==> src/rtl/dcache_tag_scoreboard_if.sv <==
// Request/response handshake bundle between the core memory unit, the tag
// scoreboard and the HPDC ports. Signal suffixes are seen from the scoreboard.
interface dcache_tag_scoreboard_if #(
    parameter int unsigned TAG_W = 7
);
    logic             req_valid_i;
    logic             req_ready_o;
    logic [TAG_W-1:0] req_tag_i;
    logic             cache_req_valid_o;
    logic             cache_req_ready_i;
    logic             cache_rsp_valid_i;
    logic [TAG_W-1:0] cache_rsp_tag_i;

    // Scoreboard side
    modport slave (
        input  req_valid_i,
        input  req_tag_i,
        input  cache_req_ready_i,
        input  cache_rsp_valid_i,
        input  cache_rsp_tag_i,
        output req_ready_o,
        output cache_req_valid_o
    );

    // Environment side (core + HPDC)
    modport master (
        output req_valid_i,
        output req_tag_i,
        output cache_req_ready_i,
        output cache_rsp_valid_i,
        output cache_rsp_tag_i,
        input  req_ready_o,
        input  cache_req_valid_o
    );
endinterface

==> src/rtl/dcache_tag_scoreboard.sv <==
// Outstanding-tag scoreboard between the core memory unit and the HPDC.
// Blocks reissue of pending tags, caps the outstanding count at MAX_INFLIGHT
// and sequences fences (drain in-flight requests and the write buffer).
// Optional macro DCACHE_SCB_FATAL_EN: simulation-only $fatal on duplicate
// sends or spurious responses; synthesised logic is the same either way.
module dcache_tag_scoreboard #(
    parameter  int unsigned TAG_W        = 7,
    parameter  int unsigned MAX_INFLIGHT = 8,
    localparam int unsigned CNT_W        = $clog2(MAX_INFLIGHT + 1)
) (
    input  logic                    clk_i,
    input  logic                    rst_i,
    dcache_tag_scoreboard_if.slave  bus,
    input  logic                    wbuf_empty_i,
    input  logic                    fence_i,
    output logic                    fence_done_o,
    output logic [CNT_W-1:0]        inflight_o,
    output logic                    err_dup_o,
    output logic                    err_spurious_o
);

    localparam int unsigned NumTags = 2 ** TAG_W;

    typedef enum logic [1:0] {
        StRun   = 2'd0,
        StDrain = 2'd1,
        StDone  = 2'd2
    } state_e;

    state_e             r_state;
    state_e             w_state_d;
    logic [NumTags-1:0] r_table;
    logic [NumTags-1:0] w_table_d;
    logic [CNT_W-1:0]   r_inflight;
    logic [CNT_W-1:0]   w_inflight_d;
    logic               r_err_dup;
    logic               r_err_spur;

    logic w_at_limit;
    logic w_block;
    logic w_send;
    logic w_rcv;
    logic w_spur;
    logic w_dup;
    logic w_fence_done;

    // Request gating: combinational from request inputs and fence only
    always_comb begin
        w_at_limit = (r_inflight == CNT_W'(MAX_INFLIGHT));
        w_block    = r_table[bus.req_tag_i] | w_at_limit | (r_state != StRun) | fence_i;
        w_send     = bus.req_valid_i & ~w_block & bus.cache_req_ready_i;
        w_dup      = w_send & r_table[bus.req_tag_i];
        w_rcv      = bus.cache_rsp_valid_i & r_table[bus.cache_rsp_tag_i];
        w_spur     = bus.cache_rsp_valid_i & ~r_table[bus.cache_rsp_tag_i];
    end

    assign bus.cache_req_valid_o = bus.req_valid_i & ~w_block;
    assign bus.req_ready_o       = bus.cache_req_ready_i & ~w_block;

    // Next table and counter; a send and a receive cannot hit the same tag
    always_comb begin
        w_table_d = r_table;
        if (w_rcv) begin
            w_table_d[bus.cache_rsp_tag_i] = 1'b0;
        end
        if (w_send) begin
            w_table_d[bus.req_tag_i] = 1'b1;
        end
        w_inflight_d = r_inflight + CNT_W'(w_send) - CNT_W'(w_rcv);
    end

    // Tag table and outstanding counter
    always_ff @(posedge clk_i or posedge rst_i) begin
        if (rst_i) begin
            r_table    <= '0;
            r_inflight <= '0;
        end else begin
            r_table    <= w_table_d;
            r_inflight <= w_inflight_d;
        end
    end

    // Sticky error flags, cleared only by reset
    always_ff @(posedge clk_i or posedge rst_i) begin
        if (rst_i) begin
            r_err_dup  <= 1'b0;
            r_err_spur <= 1'b0;
        end else begin
            if (w_dup) begin
                r_err_dup <= 1'b1;
            end
            if (w_spur) begin
                r_err_spur <= 1'b1;
            end
`ifdef DCACHE_SCB_FATAL_EN
            if (w_dup) begin
                $fatal(1, "dcache_tag_scoreboard: duplicate send tag 0x%0h at %0t",
                       bus.req_tag_i, $time);
            end
            if (w_spur) begin
                $fatal(1, "dcache_tag_scoreboard: spurious response tag 0x%0h at %0t",
                       bus.cache_rsp_tag_i, $time);
            end
`else
            // Errors are reported through the sticky flags only
`endif
        end
    end

    // Fence FSM state register
    always_ff @(posedge clk_i or posedge rst_i) begin
        if (rst_i) begin
            r_state <= StRun;
        end else begin
            r_state <= w_state_d;
        end
    end

    // Fence FSM next state; fence_i only matters in RUN
    always_comb begin
        w_state_d = r_state;
        unique case (r_state)
            StRun: begin
                if (fence_i) begin
                    w_state_d = StDrain;
                end
            end
            StDrain: begin
                if ((r_inflight == '0) && wbuf_empty_i) begin
                    w_state_d = StDone;
                end
            end
            StDone: begin
                w_state_d = StRun;
            end
            default: begin
                w_state_d = StRun;
            end
        endcase
    end

    // Fence FSM outputs
    always_comb begin
        w_fence_done = 1'b0;
        if (r_state == StDone) begin
            w_fence_done = 1'b1;
        end
    end

    assign fence_done_o   = w_fence_done;
    assign inflight_o     = r_inflight;
    assign err_dup_o      = r_err_dup;
    assign err_spurious_o = r_err_spur;

endmodule

==> src/flat_wrapper.sv <==
// flat-port wrapper written by rule: the top's interface ports become plain ports
module dcache_tag_scoreboard_flat 
#(
    parameter  int unsigned TAG_W        = 7,
    parameter  int unsigned MAX_INFLIGHT = 8,
    localparam int unsigned CNT_W        = $clog2(MAX_INFLIGHT + 1)
)
  (clk_i, rst_i, wbuf_empty_i, fence_i, fence_done_o, inflight_o, err_dup_o, err_spurious_o, bus_req_valid_i, bus_req_tag_i, bus_cache_req_ready_i, bus_cache_rsp_valid_i, bus_cache_rsp_tag_i, bus_req_ready_o, bus_cache_req_valid_o);
  dcache_tag_scoreboard_if #(.TAG_W(TAG_W)) bus_i ();
  input  logic clk_i;
  input  logic rst_i;
  input  logic wbuf_empty_i;
  input  logic fence_i;
  output logic fence_done_o;
  output logic [CNT_W-1:0] inflight_o;
  output logic err_dup_o;
  output logic err_spurious_o;
  input wire logic [$bits(bus_i.req_valid_i)-1:0] bus_req_valid_i;
  input wire logic [$bits(bus_i.req_tag_i)-1:0] bus_req_tag_i;
  input wire logic [$bits(bus_i.cache_req_ready_i)-1:0] bus_cache_req_ready_i;
  input wire logic [$bits(bus_i.cache_rsp_valid_i)-1:0] bus_cache_rsp_valid_i;
  input wire logic [$bits(bus_i.cache_rsp_tag_i)-1:0] bus_cache_rsp_tag_i;
  output wire logic [$bits(bus_i.req_ready_o)-1:0] bus_req_ready_o;
  output wire logic [$bits(bus_i.cache_req_valid_o)-1:0] bus_cache_req_valid_o;
  assign bus_i.req_valid_i = bus_req_valid_i;
  assign bus_i.req_tag_i = bus_req_tag_i;
  assign bus_i.cache_req_ready_i = bus_cache_req_ready_i;
  assign bus_i.cache_rsp_valid_i = bus_cache_rsp_valid_i;
  assign bus_i.cache_rsp_tag_i = bus_cache_rsp_tag_i;
  assign bus_req_ready_o = bus_i.req_ready_o;
  assign bus_cache_req_valid_o = bus_i.cache_req_valid_o;
  dcache_tag_scoreboard #(.TAG_W(TAG_W), .MAX_INFLIGHT(MAX_INFLIGHT)) u_core (.clk_i(clk_i), .rst_i(rst_i), .bus(bus_i), .wbuf_empty_i(wbuf_empty_i), .fence_i(fence_i), .fence_done_o(fence_done_o), .inflight_o(inflight_o), .err_dup_o(err_dup_o), .err_spurious_o(err_spurious_o));
endmodule
==> config.mk <==
export PLATFORM = sky130hd
export DESIGN_NAME = dcache_tag_scoreboard_flat
export DESIGN_NICKNAME = d
export VERILOG_FILES = /design/src/rtl/dcache_tag_scoreboard_if.sv /design/src/rtl/dcache_tag_scoreboard.sv /design/src/flat_wrapper.sv
export SDC_FILE = /design/constraint.sdc
export NUM_CORES = 1
export LEC_CHECK = 0
export ABC_AREA = 0
export ABC_CLOCK_PERIOD_IN_PS = 4760
export CAP_MARGIN = 20
export CELL_PAD_IN_SITES_DETAIL_PLACEMENT = 0
export CELL_PAD_IN_SITES_GLOBAL_PLACEMENT = 1
export CORE_AREA = 2 2 142 144
export DETAILED_ROUTE_END_ITERATION = 8
export DIE_AREA = 0 0 144 146
export GPL_ROUTABILITY_DRIVEN = 0
export HOLD_SLACK_MARGIN = 0.05
export PLACE_DENSITY_LB_ADDON = 0.15
export SETUP_SLACK_MARGIN = 0.1
export SYNTH_ARGS = -nofsm -noshare
export SYNTH_HDL_FRONTEND = slang
export SYNTH_SLANG_ARGS = --single-unit
export TNS_END_PERCENT = 100
==> constraint.sdc <==
create_clock -name clk_i -period 4.76 [get_ports clk_i]
set_input_delay 0.714 -clock clk_i [delete_from_list [all_inputs] [get_ports clk_i]]
set_output_delay 0.714 -clock clk_i [all_outputs]
set_load 0.01 [all_outputs]
-- Word level (Yosys, flattened, before mapping)
Cells that the tools add are included.
- register bits after elaboration: 136
- input port bits: 21
- output and inout bits: 9
- logic and storage cells: 51
- order comparisons: 4
- equality and inequality tests: 5
- reduce and logical (&&, ||, !) cells: 7
- bitwise logic cells: 14
- mux-type cells: 14
- $add $sub $neg: 2
- operators with widths (operator ; count):
    2-to-1 mux 128 bit ; 2
    AND 128 bit ; 1
    inverter 128 bit ; 1
    bitwise OR 128 bit ; 1
    < comparator 7 x 8 -> 1 bit (second input constant) ; 2
    binary-select mux 1 bit (select 7 bit) ; 2
    demux 1 bit (select 7 bit) ; 2
    >= comparator 7 x 1 -> 1 bit (second input constant) ; 2
    AND 1 bit ; 6
    2-to-1 mux 1 bit ; 5
    adder 4 x 1 -> 4 bit ; 1
    == test 4 bit (second input constant) ; 1
    logical NOT 4 bit ; 1
    2-to-1 mux 2 bit ; 2
    case mux 2 bit (2 select lines) ; 1
    subtractor 4 x 1 -> 4 bit ; 1
    logical AND 1 bit ; 3
    bitwise OR 1 bit ; 3
    == test 2 x 1 -> 1 bit (second input constant) ; 1
    == test 2 bit (second input constant) ; 1
    logical NOT 2 bit ; 1
    != test 2 x 1 -> 1 bit (second input constant) ; 1
    != test 2 bit (second input constant) ; 1
    inverter 1 bit ; 2
    other kinds (2) ; 2

-- Depth between registers and ports, before layout
- depth after elaboration: 10
- mapped depth: 16
- mapped depth without buffers: 13

-- Least setup slack after synthesis
OpenSTA, ideal clock, no wires.
- kind: input to register
- start point: in bus_cache_rsp_tag_i[1]
- end point: reg u_core.r_inflight[2], in the netlist u_core.inflight_o[2]
- arrival: 3.481 ns
- path slack: 1.156 ns
- buffers on the path: 2
- stages on the path: 14
- required time: 4.637 ns
- setup time: 0.123 ns
- cells stage by stage: buf_6 > and2_1 > buf_6 > a221o_1 > a211o_1 > a31oi_4 > o2111ai_4 > nor2_1 > nor2b_1 > ha_1 > inv_1 > ha_1 > fa_1 > xor2_1
- word-level cells in the longest chain between the ends: 4
- ends and longest elaborated chain (element ; RTL line ; text):
    start, declared ; flat_wrapper.sv:22 ; input wire logic [$bits(bus_i.cache_rsp_tag_i)-1:0] bus_cache_rsp_tag_i;
    binary-select mux 1 bit (select 7 bit) ; dcache_tag_scoreboard.sv:53 ; w_rcv = bus.cache_rsp_valid_i & r_table[bus.cache_rsp_tag_i];
    2-to-1 mux 1 bit (not written as such) ; dcache_tag_scoreboard.sv:53 ;
    AND 1 bit ; dcache_tag_scoreboard.sv:53 ;
    subtractor 4 x 1 -> 4 bit ; dcache_tag_scoreboard.sv:69 ; w_inflight_d = r_inflight + CNT_W'(w_send) - CNT_W'(w_rcv);
    via u_core.w_inflight_d[2] ; dcache_tag_scoreboard.sv:35 ; logic [CNT_W-1:0] w_inflight_d;
    end signal, assigned ; dcache_tag_scoreboard.sv:79 ; r_inflight <= w_inflight_d;
    end, declared ; dcache_tag_scoreboard.sv:34 ; logic [CNT_W-1:0] r_inflight;
The timed path passes the listed nets, and every way through them passes these cells. The select of a mux whose other input is x is not followed.
A chain may end at the register's enable or synchronous reset.

-- Worst setup path after layout
- start point: in bus_req_tag_i[1]
- end point: out bus_cache_req_valid_o
- word-level cells in the longest chain between the ends: 7
- ends and longest elaborated chain (element ; RTL line ; text):
    start, declared ; flat_wrapper.sv:19 ; input wire logic [$bits(bus_i.req_tag_i)-1:0] bus_req_tag_i;
    binary-select mux 1 bit (select 7 bit) ; dcache_tag_scoreboard.sv:50 ; w_block = r_table[bus.req_tag_i] | w_at_limit | (r_state != StRun) | fence_i;
    2-to-1 mux 1 bit (not written as such) ; dcache_tag_scoreboard.sv:50 ;
    bitwise OR 1 bit (3 in series) ; dcache_tag_scoreboard.sv:50 ;
    inverter 1 bit ; dcache_tag_scoreboard.sv:57 ; assign bus.cache_req_valid_o = bus.req_valid_i & ~w_block;
    AND 1 bit ; dcache_tag_scoreboard.sv:57 ;
    end, declared ; flat_wrapper.sv:24 ; output wire logic [$bits(bus_i.cache_req_valid_o)-1:0] bus_cache_req_valid_o;
Every way passes these cells. The select of a mux whose other input is x is not followed.

==> qor.tcl <==
set qor(cts_max_path_buffers) 2
set qor(synth_area_per_cell_um2) 9.32
set qor(synthTopCellsByCount) {sky130_fd_sc_hd__nand2_1 (148), sky130_fd_sc_hd__dfrtp_1 (136), sky130_fd_sc_hd__o21ai_0 (103)}
set qor(synth_ff_type) {sky130_fd_sc_hd__dfrtp_1}
set qor(max-vdd-ir-drop_v) 0.000236
set qor(insertion_delay_ns) 0.44
set qor(floorplan.die.width_um) 144
set qor(yosysMostFrequentCell) {sky130_fd_sc_hd__nand2_1}
set qor(slowest_delay_ns) 0.75
set qor(run_status) {complete, no violations}
set qor(global_route.overflow_total) 0
set qor(grt_antenna_before_repair) 2
set qor(synth_cell_types) 79
set qor(worst-slew-pin-transition_ns) 1.04
set qor(post_synthesis_sequential_area_ratio_pct) 36.4
set qor(ys_async_sr_fraction_pct) 100
set qor(drt_drc_violations_left) 0
set qor(power.share.clock_pct) 42.4
set qor(synth_largest_type_area_fraction_pct) 36.4
set qor(reg2reg_to) {u_core.r_table[14]}
set qor(synth.largest_area_cell) {sky130_fd_sc_hd__dfrtp_1}
set qor(internal_power_mw) 2.26
set qor(critPathBufInv) 3
set qor(tritoncts) {done}
set qor(die_h_um) 146
set qor(die_area_um2) 21000
set qor(setup_viol_count_final) 0
set qor(initial_core_util_pct) 48.3
set qor(totalNegativeSetupSlack_ns) 0
set qor(ys_ff_latch) 136
set qor(routed_via_density) 6.82
set qor(critPathCaptureType) {primary output}
set qor(groute.usage.overall_pct) 34.3
set qor(rsz0062_at_grt) {false}
set qor(io_buffers) 29
set qor(power_per_cell_area_nw_per_um2) 305
set qor(drtIter0Drc) 1048
set qor(critical_path.top_delay_family) {buffers and inverters}
set qor(worstSetupPathType) {input pin to primary output}
set qor(skew_ns) 0.00949
set qor(synth_warnings) 0
set qor(seq_power_share_pct) 38.9
set qor(fin_worst_setup_slack_ns) 0.274
set qor(worstHoldEndpoint) {u_core.err_dup_o}
set qor(timing.reg2reg.setup_slack_ns) 1.24
set qor(drt_wl_total_mm) 35.2
set qor(timing_max_transition_violations_final) 0
set qor(cts-htree-levels) 4
set qor(worstHoldPathCells) 0
set qor(slew_headroom_pct) 30.8
set qor(vias) 8849
set qor(design.core.area_um2) 19300
set qor(worst_ep_arrival_time_ns) 3.77
set qor(antenna_diodes) 0
set qor(min_clock_period_post_route_ns) 4.49
set qor(post_dp_cell_area_um2) 9910
set qor(min-delay-start) {u_core.err_dup_o}
set qor(postCtsHoldBufs) 0
set qor(post-place-ws_ns) -0.196
set qor(finalHoldViolations) 0
set qor(net-switching-power_uw) 937
set qor(netlist_instances) 1003
set qor(grt_pass1_vias) 8581
set qor(grt_start_max_net_pins) 92
set qor(p_sw_share_pct) 29.3
set qor(worstReg2RegStart) {u_core.inflight_o[2]}
set qor(max_clock_freq_mhz) 223
set qor(min-delay-path-class) {register to register}
set qor(postSynthNetCount) 1031
set qor(global_route_wire_length_before_repair_mm) 53.6
set qor(post_route_cells_drive_above_1_share_pct) 15.1
set qor(wl_per_cell_um) 27.1
set qor(boundaryPins) 30
set qor(ff2ff_path_depth) 10
set qor(timing.critical_path.mode_cell) {sky130_fd_sc_hd__clkdlybuf4s50_1}
set qor(clk_transition_reported_paths_ns) 0.06
set qor(final_cell_area_um2) 10500
set qor(worst_setup_path_start_kind) {input pin}
set qor(leakagePower_nw) 4.07
set qor(synth.cell_area_um2) 9350
set qor(initial_drt_pass_iterations) 6
set qor(place.detailed.hpwl_mm) 23.5
set qor(cts_made_buffers) 17
set qor(fraction_of_power_consumed_by_combinational_cells_pct) 18.7
set qor(floorplan.rows) 51
set qor(timing.critical_path.required_ns) 4.05
set qor(synth_area_leaders) {sky130_fd_sc_hd__dfrtp_1 (36%), sky130_fd_sc_hd__a21o_1 (8.0%), sky130_fd_sc_hd__mux4_2 (6.3%), sky130_fd_sc_hd__nand2_1 (5.9%), sky130_fd_sc_hd__o21ai_0 (5.5%)}
set qor(nNetsFinal) 1049
set qor(ant_nets) 0
set qor(clock_tree.root_cell) {sky130_fd_sc_hd__clkbuf_16}
set qor(cp_cell_sequence) {clkdlybuf4s50_1, buf_4, mux4_2, nand3_1, o21ai_0, nor4_1, and3_1, nor2b_1, and2_1, clkdlybuf4s50_1}
set qor(max_cap_violations) 0
set qor(synth_edf_count) 0
set qor(cts_num_sinks) 136
set qor(syn_to_final_growth_pct) 12.3
set qor(critical_path_peak_fanout) 16
set qor(finalCritPeriodShare_pct) 94.2
set qor(timing.critical_path.slowest_stage_cell) {sky130_fd_sc_hd__clkdlybuf4s50_1}
cell families after synthesis:
family / count (synthesis) / synth area share [%]
AOI/OAI and AO/OA: 368 / 29.1
adders and majority gates: 7 / 1.02
buffers and inverters: 127 / 7.15
DFF: 136 / 36.4
muxes: 50 / 9.02
xor gates and xnor gates: 2 / 0.187
and+or+nand+nor: 313 / 17.2
worst max-delay path by stage:
stage	from	endpoint	slack [ns]	cells after the start
2_1_floorplan	rst_i	u_core.err_dup_o	0.41	1
3_3_place_gp	bus_cache_rsp_tag_i[3]	u_core.inflight_o[2]	-0.07	13
3_5_place_dp	bus_cache_rsp_tag_i[3]	u_core.r_table[47]	-0.20	8
4_1_cts	bus_cache_rsp_tag_i[3]	u_core.r_table[47]	0.23	8
5_1_grt	bus_req_tag_i[1]	bus_cache_req_valid_o	0.12	10
6_report	bus_req_tag_i[1]	bus_cache_req_valid_o	0.27	10
final cells by class:
type                    instances  area [µm²]
flip-flops and latches        136        3400
clock inverters                 9         125
clock buffers                  22         454
multi-input cells             740        5290
well taps                     265         332
fillers                      1805        8830
repair buffers                 83         733
inverters                      43         166
stage by stage:
stage          utilization [%]  hold slack [ns]  std cells  total power, mW
6_report                  54.3            0.382       1298             3.20
3_3_place_gp              51.3            0.364       1266             1.85
5_1_grt                   54.3            0.387       1298             3.32
3_5_place_dp              51.3            0.368       1266             1.85
4_1_cts                   54.2            0.385       1297             3.20
2_1_floorplan                -            0.433       1003             1.64
per-layer routing:
metal / GRT usage (%) / vias up / part of all wire, %
li1: - / 3800 / -
met1: 45.2 / 4387 / 40
met2: 51.9 / 538 / 45
met3: 10.0 / 124 / 10
met4: 16.3 / 0 / 4.8
met5: 0 / - / 0
placed cells by master (no fill, tap or decap), types with 5 or more instances in the layout:
master                            netlist  layout
sky130_fd_sc_hd__a2111oi_0             24      24
sky130_fd_sc_hd__a211oi_1              21      21
sky130_fd_sc_hd__a21o_1                99      99
sky130_fd_sc_hd__a21oi_1                5       5
sky130_fd_sc_hd__a221oi_1              19      19
sky130_fd_sc_hd__a22oi_1               11      11
sky130_fd_sc_hd__and2_1                 7       7
sky130_fd_sc_hd__and3_1                 6       6
sky130_fd_sc_hd__buf_12                 0       5
sky130_fd_sc_hd__buf_4                  6      48
sky130_fd_sc_hd__clkbuf_16              0      17
sky130_fd_sc_hd__clkdlybuf4s50_1        0      24
sky130_fd_sc_hd__dfrtp_1              136     136
sky130_fd_sc_hd__ha_1                   6       6
sky130_fd_sc_hd__inv_1                 42      41
sky130_fd_sc_hd__mux2_2                14      14
sky130_fd_sc_hd__mux2i_1               10      10
sky130_fd_sc_hd__mux4_2                26      26
sky130_fd_sc_hd__nand2_1              148     148
sky130_fd_sc_hd__nand2b_1               8       8
sky130_fd_sc_hd__nand3_1               30      30
sky130_fd_sc_hd__nand3b_1              18      18
sky130_fd_sc_hd__nand4_1               18      18
sky130_fd_sc_hd__nor2_1                19      19
sky130_fd_sc_hd__nor2b_1               19      19
sky130_fd_sc_hd__nor3_1                 5       5
sky130_fd_sc_hd__o211ai_1              16      16
sky130_fd_sc_hd__o21ai_0              103     103
sky130_fd_sc_hd__o22ai_1               25      25
sky130_fd_sc_hd__or3_1                  5       5
sky130_fd_sc_hd__or3b_2                 8       8
worst reg2reg max path, stage by stage, from the launching register on:
cell	delay (ns)
sky130_fd_sc_hd__dfrtp_1	0.34
sky130_fd_sc_hd__inv_1	0.07
sky130_fd_sc_hd__ha_1	0.20
sky130_fd_sc_hd__a2111oi_0	0.64
sky130_fd_sc_hd__o311ai_0	0.28
sky130_fd_sc_hd__nor4_1	0.40
sky130_fd_sc_hd__buf_4	0.19
sky130_fd_sc_hd__nand4_1	0.55
sky130_fd_sc_hd__buf_12	0.42
sky130_fd_sc_hd__o21ai_0	0.25
sky130_fd_sc_hd__a21o_1	0.12
registers in the layout, indices dropped and copies added, names as in the netlist:
signal	count
u_core.r_state	2
u_core.err_dup_o	1
u_core.err_spurious_o	1
u_core.inflight_o	4
u_core.r_table	128
power by group through the flow:
stage | clock network, mW | registers [mW] | logic (mW)
floorplan | 0 | 1.26 | 0.376
global route | 1.41 | 1.25 | 0.655
finish | 1.36 | 1.24 | 0.600
global placement | 0 | 1.26 | 0.583
detailed placement | 0 | 1.26 | 0.588
CTS | 1.37 | 1.24 | 0.590
what timing repair did:
| item | CTS | global route |
|---|---|---|
| gates resized for setup | 0 | 2 |
| setup endpoints to repair | 0 | 3 |
| setup buffers | 0 | 0 |
Power figures use the tool's default switching activity.
